### src/rtl/mul_div_unit_pkg.sv
// Shared encodings for the iterative multiply/divide unit.
package mul_div_unit_pkg;

  // Operation encodings. Bit 1 selects divide, bit 0 selects signed.
  localparam logic [1:0] OP_MULTU = 2'b00;
  localparam logic [1:0] OP_MULT  = 2'b01;
  localparam logic [1:0] OP_DIVU  = 2'b10;
  localparam logic [1:0] OP_DIV   = 2'b11;

  // Control FSM state encodings.
  localparam logic [1:0] ST_IDLE = 2'b00;
  localparam logic [1:0] ST_CALC = 2'b01;
  localparam logic [1:0] ST_FIX  = 2'b10;

  // One result bit is produced per CALC cycle.
  localparam int ITERATIONS = 32;

  // True for either divide encoding.
  function automatic logic is_div(input logic [1:0] op_code);
    return op_code[1];
  endfunction

  // True for either signed encoding.
  function automatic logic is_signed(input logic [1:0] op_code);
    return op_code[0];
  endfunction

endpackage

### src/rtl/mul_div_unit_sign_fix.sv
// Conditional two's-complement negate. Used both to take operand
// magnitudes on entry and to restore result signs on exit.
module sign_fix #(
  parameter int WIDTH = 32
) (
  input  logic [WIDTH-1:0] value,
  input  logic             negate,
  output logic [WIDTH-1:0] result
);

  // Pass through or negate.
  assign result = negate ? (~value + WIDTH'(1)) : value;

endmodule

### src/rtl/mul_div_unit.sv
// Iterative 32x32 multiply / 32/32 divide unit with HI/LO result
// registers. Operands are reduced to magnitudes on launch, processed
// for 32 cycles by a shared shift datapath, then sign-corrected.
module mul_div_unit
  import mul_div_unit_pkg::*;
(
  input  logic        clock_in,
  input  logic        reset,
  input  logic        start,
  input  logic [1:0]  op,
  input  logic [31:0] operandA,
  input  logic [31:0] operandB,
  input  logic        mthi,
  input  logic        mtlo,
  input  logic [31:0] writeData,
  output logic        busy,
  output logic        done,
  output logic [31:0] hi,
  output logic [31:0] lo
);

  logic [1:0]  state;
  logic [5:0]  count;

  // Launch-time copies; later operand changes are invisible.
  logic        div_q;
  logic        sign_a;
  logic        sign_b;
  logic        div_zero;

  // acc: product (multiply) or {remainder, quotient} (divide).
  // mcand: multiplicand or divisor magnitude.
  logic [63:0] acc;
  logic [31:0] mcand;
  logic [63:0] acc_next;

  logic        in_sign_a;
  logic        in_sign_b;
  logic [31:0] abs_a;
  logic [31:0] abs_b;

  logic        neg_result;
  logic [63:0] prod_fixed;
  logic [31:0] quot_fixed;
  logic [31:0] rem_fixed;
  logic [31:0] res_hi;
  logic [31:0] res_lo;

  // Unsigned operations never treat bit 31 as a sign.
  assign in_sign_a = is_signed(op) & operandA[31];
  assign in_sign_b = is_signed(op) & operandB[31];

  sign_fix #(.WIDTH(32)) u_abs_a (.value(operandA), .negate(in_sign_a), .result(abs_a));
  sign_fix #(.WIDTH(32)) u_abs_b (.value(operandB), .negate(in_sign_b), .result(abs_b));

  // Product and quotient are negative when operand signs differ;
  // remainder follows the dividend sign.
  assign neg_result = sign_a ^ sign_b;

  sign_fix #(.WIDTH(64)) u_fix_prod (.value(acc),         .negate(neg_result), .result(prod_fixed));
  sign_fix #(.WIDTH(32)) u_fix_quot (.value(acc[31:0]),  .negate(neg_result), .result(quot_fixed));
  sign_fix #(.WIDTH(32)) u_fix_rem  (.value(acc[63:32]), .negate(sign_a),     .result(rem_fixed));

  assign busy = (state != ST_IDLE);

  // One shift-add (multiply) or restoring shift-subtract (divide) step.
  always_comb begin
    logic [32:0] mul_sum;
    logic [32:0] rem_shift;
    logic [31:0] diff;
    // NOTE: every combinational output gets a default first so no path
    // leaves it unassigned and infers a latch.
    acc_next  = acc;
    mul_sum   = {1'b0, acc[63:32]} + {1'b0, mcand};
    rem_shift = acc[63:31];
    diff      = rem_shift[31:0] - mcand;
    if (div_q) begin
      if (rem_shift >= {1'b0, mcand}) begin
        acc_next = {diff, acc[30:0], 1'b1};
      end else begin
        acc_next = {rem_shift[31:0], acc[30:0], 1'b0};
      end
    end else begin
      if (acc[0]) begin
        acc_next = {mul_sum, acc[31:1]};
      end else begin
        acc_next = {1'b0, acc[63:32], acc[31:1]};
      end
    end
  end

  // Sign-corrected results; divide-by-zero forces an all-ones quotient
  // while the corrected remainder reproduces the original dividend.
  always_comb begin
    res_hi = prod_fixed[63:32];
    res_lo = prod_fixed[31:0];
    if (div_q) begin
      res_hi = rem_fixed;
      res_lo = div_zero ? 32'hFFFF_FFFF : quot_fixed;
    end
  end

  // Control FSM, iteration counter, done pulse and HI/LO registers.
  always_ff @(posedge clock_in) begin
    // NOTE: sequential state is updated with non-blocking assignments so
    // every register samples the pre-edge value of the others.
    if (reset) begin
      state <= ST_IDLE;
      count <= 6'd0;
      done  <= 1'b0;
      hi    <= 32'd0;
      lo    <= 32'd0;
    end else begin
      done <= 1'b0;
      case (state)
        ST_IDLE: begin
          if (start) begin
            state <= ST_CALC;
            count <= 6'd0;
          end else begin
            if (mthi) hi <= writeData;
            if (mtlo) lo <= writeData;
          end
        end
        ST_CALC: begin
          count <= count + 6'd1;
          if (count == 6'(ITERATIONS - 1)) state <= ST_FIX;
        end
        ST_FIX: begin
          state <= ST_IDLE;
          count <= 6'd0;
          done  <= 1'b1;
          hi    <= res_hi;
          lo    <= res_lo;
        end
        default: state <= ST_IDLE;
      endcase
    end
  end

  // Datapath registers: loaded on launch, stepped during CALC.
  always_ff @(posedge clock_in) begin
    // NOTE: no reset here; these are always loaded at launch before any
    // use, and the control FSM alone decides whether results are kept.
    if (state == ST_IDLE && start) begin
      div_q    <= is_div(op);
      sign_a   <= in_sign_a;
      sign_b   <= in_sign_b;
      div_zero <= is_div(op) && (operandB == 32'd0);
      acc      <= {32'd0, abs_a};
      mcand    <= abs_b;
    end else if (state == ST_CALC) begin
      acc <= acc_next;
    end
  end

endmodule

### config.mk
export PLATFORM = sky130hd
export DESIGN_NAME = mul_div_unit
export DESIGN_NICKNAME = d
export VERILOG_FILES = /design/src/rtl/mul_div_unit_pkg.sv /design/src/rtl/mul_div_unit_sign_fix.sv /design/src/rtl/mul_div_unit.sv
export SDC_FILE = /design/constraint.sdc
export NUM_CORES = 1
export LEC_CHECK = 0
export BUFFER_PORTS_ARGS = -buffer_cell sky130_fd_sc_hd__buf_2
export CELL_PAD_IN_SITES_DETAIL_PLACEMENT = 2
export CELL_PAD_IN_SITES_GLOBAL_PLACEMENT = 2
export CORE_ASPECT_RATIO = 1.4
export CORE_MARGIN = 4
export CORE_UTILIZATION = 40
export DETAILED_ROUTE_END_ITERATION = 10
export GPL_TIMING_DRIVEN = 0
export PLACE_DENSITY = 0.95
export SLEW_MARGIN = 20
export SYNTH_ARGS = -nofsm -noshare
export SYNTH_HDL_FRONTEND = slang
export SYNTH_HIERARCHICAL = 1
export SYNTH_SLANG_ARGS = --single-unit
### constraint.sdc
create_clock -name clock_in -period 8.3 [get_ports clock_in]
set_input_delay 0.83 -clock clock_in [delete_from_list [all_inputs] [get_ports clock_in]]
set_output_delay 0.83 -clock clock_in [all_outputs]
set_load 0.02 [all_outputs]
==> results of run 1 <==
-- state kept, by name, indices dropped and copies added (netlist names) --
name	cells
acc	64
hi	32
lo	32
mcand	32
count	6
state	2
div_q	1
div_zero	1
done	1
sign_a	1
sign_b	1
-- final timing paths --
kind	from	endpoint	slack, ns
worst max register to register	acc[39]	acc[63]	4.19
worst min register to register	hi[9]	hi[9]	0.46
worst max-delay path	acc[39]	acc[63]	4.19
worst min-delay path	hi[9]	hi[9]	0.46
-- Yosys cell counts, drive strengths merged (4+ instances only) --
cell type	number
a21oi	126
and2	7
nor2b	16
nand4	28
or2b	8
o41ai	51
o21a	13
a21boi	5
inv	64
xor2	16
nor4	38
o31ai	66
ha	70
and3	11
o221ai	33
nand2	271
nor3b	4
or4	15
edfxtp	68
o211ai	47
or2	15
nand4b	5
dfxtp	105
a31o	6
a22o	4
a31oi	20
or3	23
a211oi	21
clkbuf	83
nand2b	23
nor2	120
a311oi	38
o21ai	146
a21o	29
nand3	39
buf	40
nand3b	5
nor3	27
mux2i	72
xnor2	217
-- worst reg2reg max path: stages (launching register included) --
cell,delay (ns)
dfxtp_1,0.77
ha_1,0.39
nand3_2,0.25
nor4_2,0.78
a41oi_1,0.22
o21ai_0,0.14
nand2_1,0.15
o311ai_4,0.23
buf_4,0.33
nand2_1,0.12
a31oi_1,0.36
a31oi_1,0.09
a31oi_1,0.20
-- power by group --
group / switching, mW / total [mW] / leakage [nW] / internal, mW
logic: 1.19 / 1.91 / 5.28 / 0.720
clock network: 0.398 / 0.842 / 0.277 / 0.444
registers: 0.284 / 1.27 / 1.53 / 0.988
-- logic make-up (layout without fill, tap and decap cells) --
logic type	after synthesis	after routing	synth area share, %
fa+ha+maj	72	72	5.46
xor+xnor	233	233	12.2
flops	173	173	24.7
mux	73	73	4.36
buf+inv	188	388	4.59
compound gates	638	638	27.3
simple gates	664	664	21.4
other cells	0	1	0
-- routing by layer --
metal | up-vias | share of wire [%] | GRT usage [%] | wire length, um
met5 | - | 0 | 0 | 0
met4 | 0 | 7.9 | 23.3 | 6360
met3 | 303 | 4.2 | 4.45 | 3400
met2 | 679 | 52 | 64.4 | 42400
met1 | 9127 | 36 | 34.8 | 28900
li1 | 8011 | - | - | -
-- layout make-up --
cell class | instances | area (um2) | area share, %
Buffer | 123 | 527 | 2.79
Tap cell | 540 | 676 | 3.58
Clock inverter | 13 | 141 | 0.748
Multi-Input combinational cell | 1680 | 11900 | 62.8
Antenna cell | 1 | 2.50 | 0.0132
Timing Repair Buffer | 168 | 856 | 4.53
Clock buffer | 19 | 433 | 2.29
Sequential cell | 173 | 4140 | 21.9
Inverter | 65 | 244 | 1.29
-- cell usage in the layout (no fill, tap or decap), drive strengths merged, types with 33 or more instances in the layout --
cell type	Yosys	final
nand2	271	271
xnor2	217	217
buf	40	208
o21ai	146	146
a21oi	126	126
nor2	120	120
dfxtp	105	105
clkbuf	83	102
mux2i	72	72
ha	70	70
edfxtp	68	68
inv	64	66
o31ai	66	66
o41ai	51	51
o211ai	47	47
nand3	39	39
a311oi	38	38
nor4	38	38
o221ai	33	33
-- metrics by stage --
step | util [%] | hold slack, ns
after floorplan | - | 0.480
after global placement | 44.2 | 0.441
after detailed placement | 44.3 | 0.455
after CTS | 45.6 | 0.464
after global routing | 45.6 | 0.488
final | 45.6 | 0.463
==> impl_metrics.env, run 1 <==
export IMPL_status="finished, final reports clean"
export IMPL_fillers=4780
export IMPL_hpwlAfterDp_um=63800
export IMPL_cap_violations=0
export IMPL_grt_max_degree=34
export IMPL_cts_made_buffers=17
export IMPL_synthArstFlopShare_pct=0
export IMPL_maxSlewHeadroom_pct=32.4
export IMPL_htreeDepth=4
export IMPL_yosysWarnings=6
export IMPL_leakage_nw=7.09
export IMPL_hold_path_depth=2
export IMPL_grt_pass1_wl_um=122000
export IMPL_cts_tree="yes"
export IMPL_setup_violations=0
export IMPL_min_period_ns=4.11
export IMPL_avgSynthCellArea_um2=8.22
export IMPL_hold_viol=0
export IMPL_die_area_um2=45300
export IMPL_fin_crit_sh_pct=49.5
export IMPL_cts_setup_buffers=0
export IMPL_die_height_um=250
export IMPL_hp_class="reg2reg"
export IMPL_drv_slew=0
export IMPL_dpl_instance_area_um2=18300
export IMPL_core_area_um2=41400
export IMPL_grt_overflow=0
export IMPL_dp_slack_ns=4.26
export IMPL_clk_latency_ns=0.49
export IMPL_crit_slowest_cell="nor4_2"
export IMPL_place_gp_congestion=0.951
export IMPL_root_buffer="clkbuf_16"
export IMPL_synth_nets=2216
export IMPL_drive_gt1_share_pct=14.4
export IMPL_start_util_pct=40.5
export IMPL_crit_family="simple AND/OR/NAND/NOR gates"
export IMPL_worstPathArrival_ns=4.52
export IMPL_cpPeakStageDelay_ns=0.78
export IMPL_pwr_density_cell_nw_per_um2=213
export IMPL_ios=169
export IMPL_cts_resized_gates=0
export IMPL_skew_ns=0.0156
export IMPL_reg2reg_depth=12
export IMPL_synth_flop_cell="dfxtp_1"
export IMPL_cts_buffer_depth=2
export IMPL_nets=2403
export IMPL_area_growth_pct=12.6
export IMPL_irDropWorstVdd_v=0.000166
export IMPL_synthesis_area_um2=16800
export IMPL_cts_sinks=173
export IMPL_synth_edf_count=68
export IMPL_fin_ws_ns=4.19
export IMPL_drt_wirelength_per_cell_um=29.1
export IMPL_seq_area_frac_synth_pct=24.7
export IMPL_ys_seq_elements=173
export IMPL_vias=18100
export IMPL_crit_path_frequent_cell="a31oi_1"
export IMPL_report_power_total_mw=4.02
export IMPL_drt_iter0_drc=1114
export IMPL_track_usage_pct=34.3
export IMPL_postSynthCellCount=2041
export IMPL_die_x_um=181
export IMPL_ys_types=98
export IMPL_worst_setup_path_end_kind="flop"
export IMPL_ant_nets=0
export IMPL_crit_required_ns=8.71
export IMPL_clkTransAtPathRegs_ns=0.07
export IMPL_fmax_mhz=243
export IMPL_cts_hold_buf=0
export IMPL_first_global_vias=20100
export IMPL_portBuffers=167
export IMPL_worstPathCellList="ha_1 > nand3_2 > nor4_2 > a41oi_1 > o21ai_0 > nand2_1 > o311ai_4 > buf_4 > nand2_1 > a31oi_1 > a31oi_1 > a31oi_1"
export IMPL_synth_top_area_share_pct=12.5
export IMPL_first_pass_iters=5
export IMPL_fin_tns_setup_ns=0
export IMPL_cp_depth=12
export IMPL_drt_wl_total_um=81000
export IMPL_tightest_slew_ns=1.01
export IMPL_avgViaCountPerCell=6.51
export IMPL_path_class="reg2reg"
export IMPL_synth_area_top_cells="dfxtp_1 13%, edfxtp_1 12%, xnor2_1 11%"
export IMPL_finalInstanceArea_um2=18900
export IMPL_rows=88
export IMPL_drc=0
export IMPL_final_cells=2782
export IMPL_antenna_found_initial=1
export IMPL_cp_start_kind="flop"
export IMPL_crit_fanout=14
export IMPL_rsz0062_at_grt="false"
export IMPL_cp_num_buf_inv=1
export IMPL_place_inst=2749
export IMPL_synth_top_cell_by_area="dfxtp_1"
Note: power is estimated with default switching activity, not from simulation.
==> inputs of run 2 (changes only) <==
--- a/config.mk
+++ b/config.mk
@@ -10,10 +10,10 @@
 export CELL_PAD_IN_SITES_GLOBAL_PLACEMENT = 2
 export CORE_ASPECT_RATIO = 1.4
 export CORE_MARGIN = 4
-export CORE_UTILIZATION = 40
+export CORE_UTILIZATION = 37
 export DETAILED_ROUTE_END_ITERATION = 10
 export GPL_TIMING_DRIVEN = 0
-export PLACE_DENSITY = 0.95
+export PLACE_DENSITY = 0.89
 export SLEW_MARGIN = 20
 export SYNTH_ARGS = -nofsm -noshare
 export SYNTH_HDL_FRONTEND = slang
==> constraint.sdc (replaced) <==
create_clock -name clock_in -period 3.9 [get_ports clock_in]
set_input_delay 0.39 -clock clock_in [delete_from_list [all_inputs] [get_ports clock_in]]
set_output_delay 0.39 -clock clock_in [all_outputs]
set_load 0.02 [all_outputs]
==> impl_metrics.env, run 2 (synthesis results as in run 1) <==
export IMPL_fin_tns_setup_ns=0
export IMPL_nets=2405
export IMPL_portBuffers=167
export IMPL_drv_slew=0
export IMPL_hpwlAfterDp_um=61300
export IMPL_status="finished, final reports clean"
export IMPL_vias=17700
export IMPL_cts_sinks=173
export IMPL_dp_slack_ns=-0.109
export IMPL_core_area_um2=44900
export IMPL_cts_buffer_depth=2
export IMPL_cts_tree="yes"
export IMPL_max_flop_register="acc"
export IMPL_grt_max_degree=34
export IMPL_final_common_cell="nand2_1"
export IMPL_min_period_ns=3.74
export IMPL_skew_ns=0.0198
export IMPL_worst_setup_path_end_kind="flop"
export IMPL_maxSlewHeadroom_pct=35.6
export IMPL_multi_input_comb_area_um2=11900
export IMPL_avgViaCountPerCell=6.29
export IMPL_cp_start_kind="flop"
export IMPL_largest_reg_flops=64
export IMPL_die_height_um=260
export IMPL_path_class="reg2reg"
export IMPL_layout_common_cells="270 x nand2_1, 217 x xnor2_1, 176 x buf_2"
export IMPL_clk_latency_ns=0.49
export IMPL_crit_path_end="acc[34]"
export IMPL_crit_required_ns=4.30
export IMPL_grt_overflow=0
export IMPL_report_power_total_mw=8.50
export IMPL_drt_wl_total_um=77000
export IMPL_pwr_density_cell_nw_per_um2=447
export IMPL_rows=92
export IMPL_worstReg2RegStart="mcand[1]"
export IMPL_leakage_nw=7.13
export IMPL_antennaDiodeCount=0
export IMPL_r2r_end="acc[34]"
export IMPL_hold_viol=0
export IMPL_crit_fanout=10
export IMPL_area_growth_pct=13.2
export IMPL_first_global_vias=19700
export IMPL_place_gp_congestion=0.910
export IMPL_fmax_mhz=267
export IMPL_tightest_slew_ns=0.966
export IMPL_cap_violations=0
export IMPL_reg2reg_depth=13
export IMPL_irDropWorstVdd_v=0.000379
export IMPL_fin_crit_sh_pct=96.0
export IMPL_first_pass_iters=5
export IMPL_die_x_um=188
export IMPL_htreeDepth=4
export IMPL_clkTransAtPathRegs_ns=0.07
export IMPL_drt_iter0_drc=1023
export IMPL_reg2reg_slack_ns=0.16
export IMPL_final_cells=2807
export IMPL_drt_wirelength_per_cell_um=27.4
export IMPL_antenna_found_initial=1
export IMPL_drive_gt1_share_pct=15.4
export IMPL_ant_nets=0
export IMPL_hold_path_depth=1
export IMPL_die_area_um2=48900
export IMPL_track_usage_pct=30.3
export IMPL_start_util_pct=37.4
export IMPL_drc=0
export IMPL_ios=169
export IMPL_whs_ns=0.112
export IMPL_setup_violations=0
export IMPL_place_inst=2773
export IMPL_cp_startpoint="mcand[1]"
export IMPL_min_from="op[1]"
export IMPL_regArea_um2=4170
export IMPL_root_buffer="clkbuf_16"
export IMPL_fillers=5112
export IMPL_hp_class="in2reg"
export IMPL_fin_ws_ns=0.157
export IMPL_worstPathArrival_ns=4.14
export IMPL_grt_pass1_wl_um=117000
export IMPL_cts_made_buffers=17
[run 2: stage by stage]
stage          util (%)  instance area [um2]
3_5_place_dp       40.9                18400
4_1_cts            42.2                19000
5_1_grt            42.3                19000
3_3_place_gp       40.8                18300
2_1_floorplan         -                16800
6_report           42.3                19000
[run 2: per-layer routing]
metal | wire length (um) | share of wire, % | global-route usage (%) | up-vias
li1 | - | - | - | 8007
met1 | 28800 | 37 | 31.5 | 8839
met2 | 40000 | 52 | 57.5 | 572
met3 | 2730 | 3.5 | 3.76 | 234
met4 | 5450 | 7.1 | 18.8 | 0
met5 | 0 | 0 | 0 | -
[run 2: where the power goes]
group	internal [mW]	leakage, nW	switching, mW
registers	2.11	1.54	0.576
logic	1.54	5.30	2.49
clock network	0.938	0.288	0.840
total	4.59	7.13	3.91
[run 2: timing repair]
action	CTS	global route
hold buffers	0	0
setup endpoints to repair	6	11
cloned	0	0
gates resized for setup	4	16
buffers inserted	2	0
pin swaps	0	1
[run 2: how the worst min path moves through the flow]
stage | slack [ns] | end
2_1_floorplan | 0.48 | count[0]
3_3_place_gp | 0.44 | hi[26]
3_5_place_dp | 0.45 | hi[8]
4_1_cts | 0.1 | div_q
5_1_grt | 0.11 | div_q
6_report | 0.11 | div_q
[run 2: area by class of cell]
cell class / count / share of cell area, %
inverter: 65 / 1.28
clock inverter: 12 / 0.580
buffer: 123 / 2.77
sequential: 173 / 21.9
timing repair buffer: 170 / 4.59
tap: 564 / 3.72
multi-input combinational: 1680 / 62.7
clock buffer: 20 / 2.46
[run 2: worst max-delay path, stage by stage (launching register included)]
cell and delay (ns):
edfxtp_1 0.51, inv_1 0.08, ha_1 0.33, nor2b_4 0.16, o31a_1 0.24, o31a_1 0.36, a32oi_1 0.16, a21boi_4 0.21
o311ai_4 0.58, buf_4 0.35, nand2_1 0.11, a311oi_1 0.35, a21oi_1 0.08, nor2_1 0.14
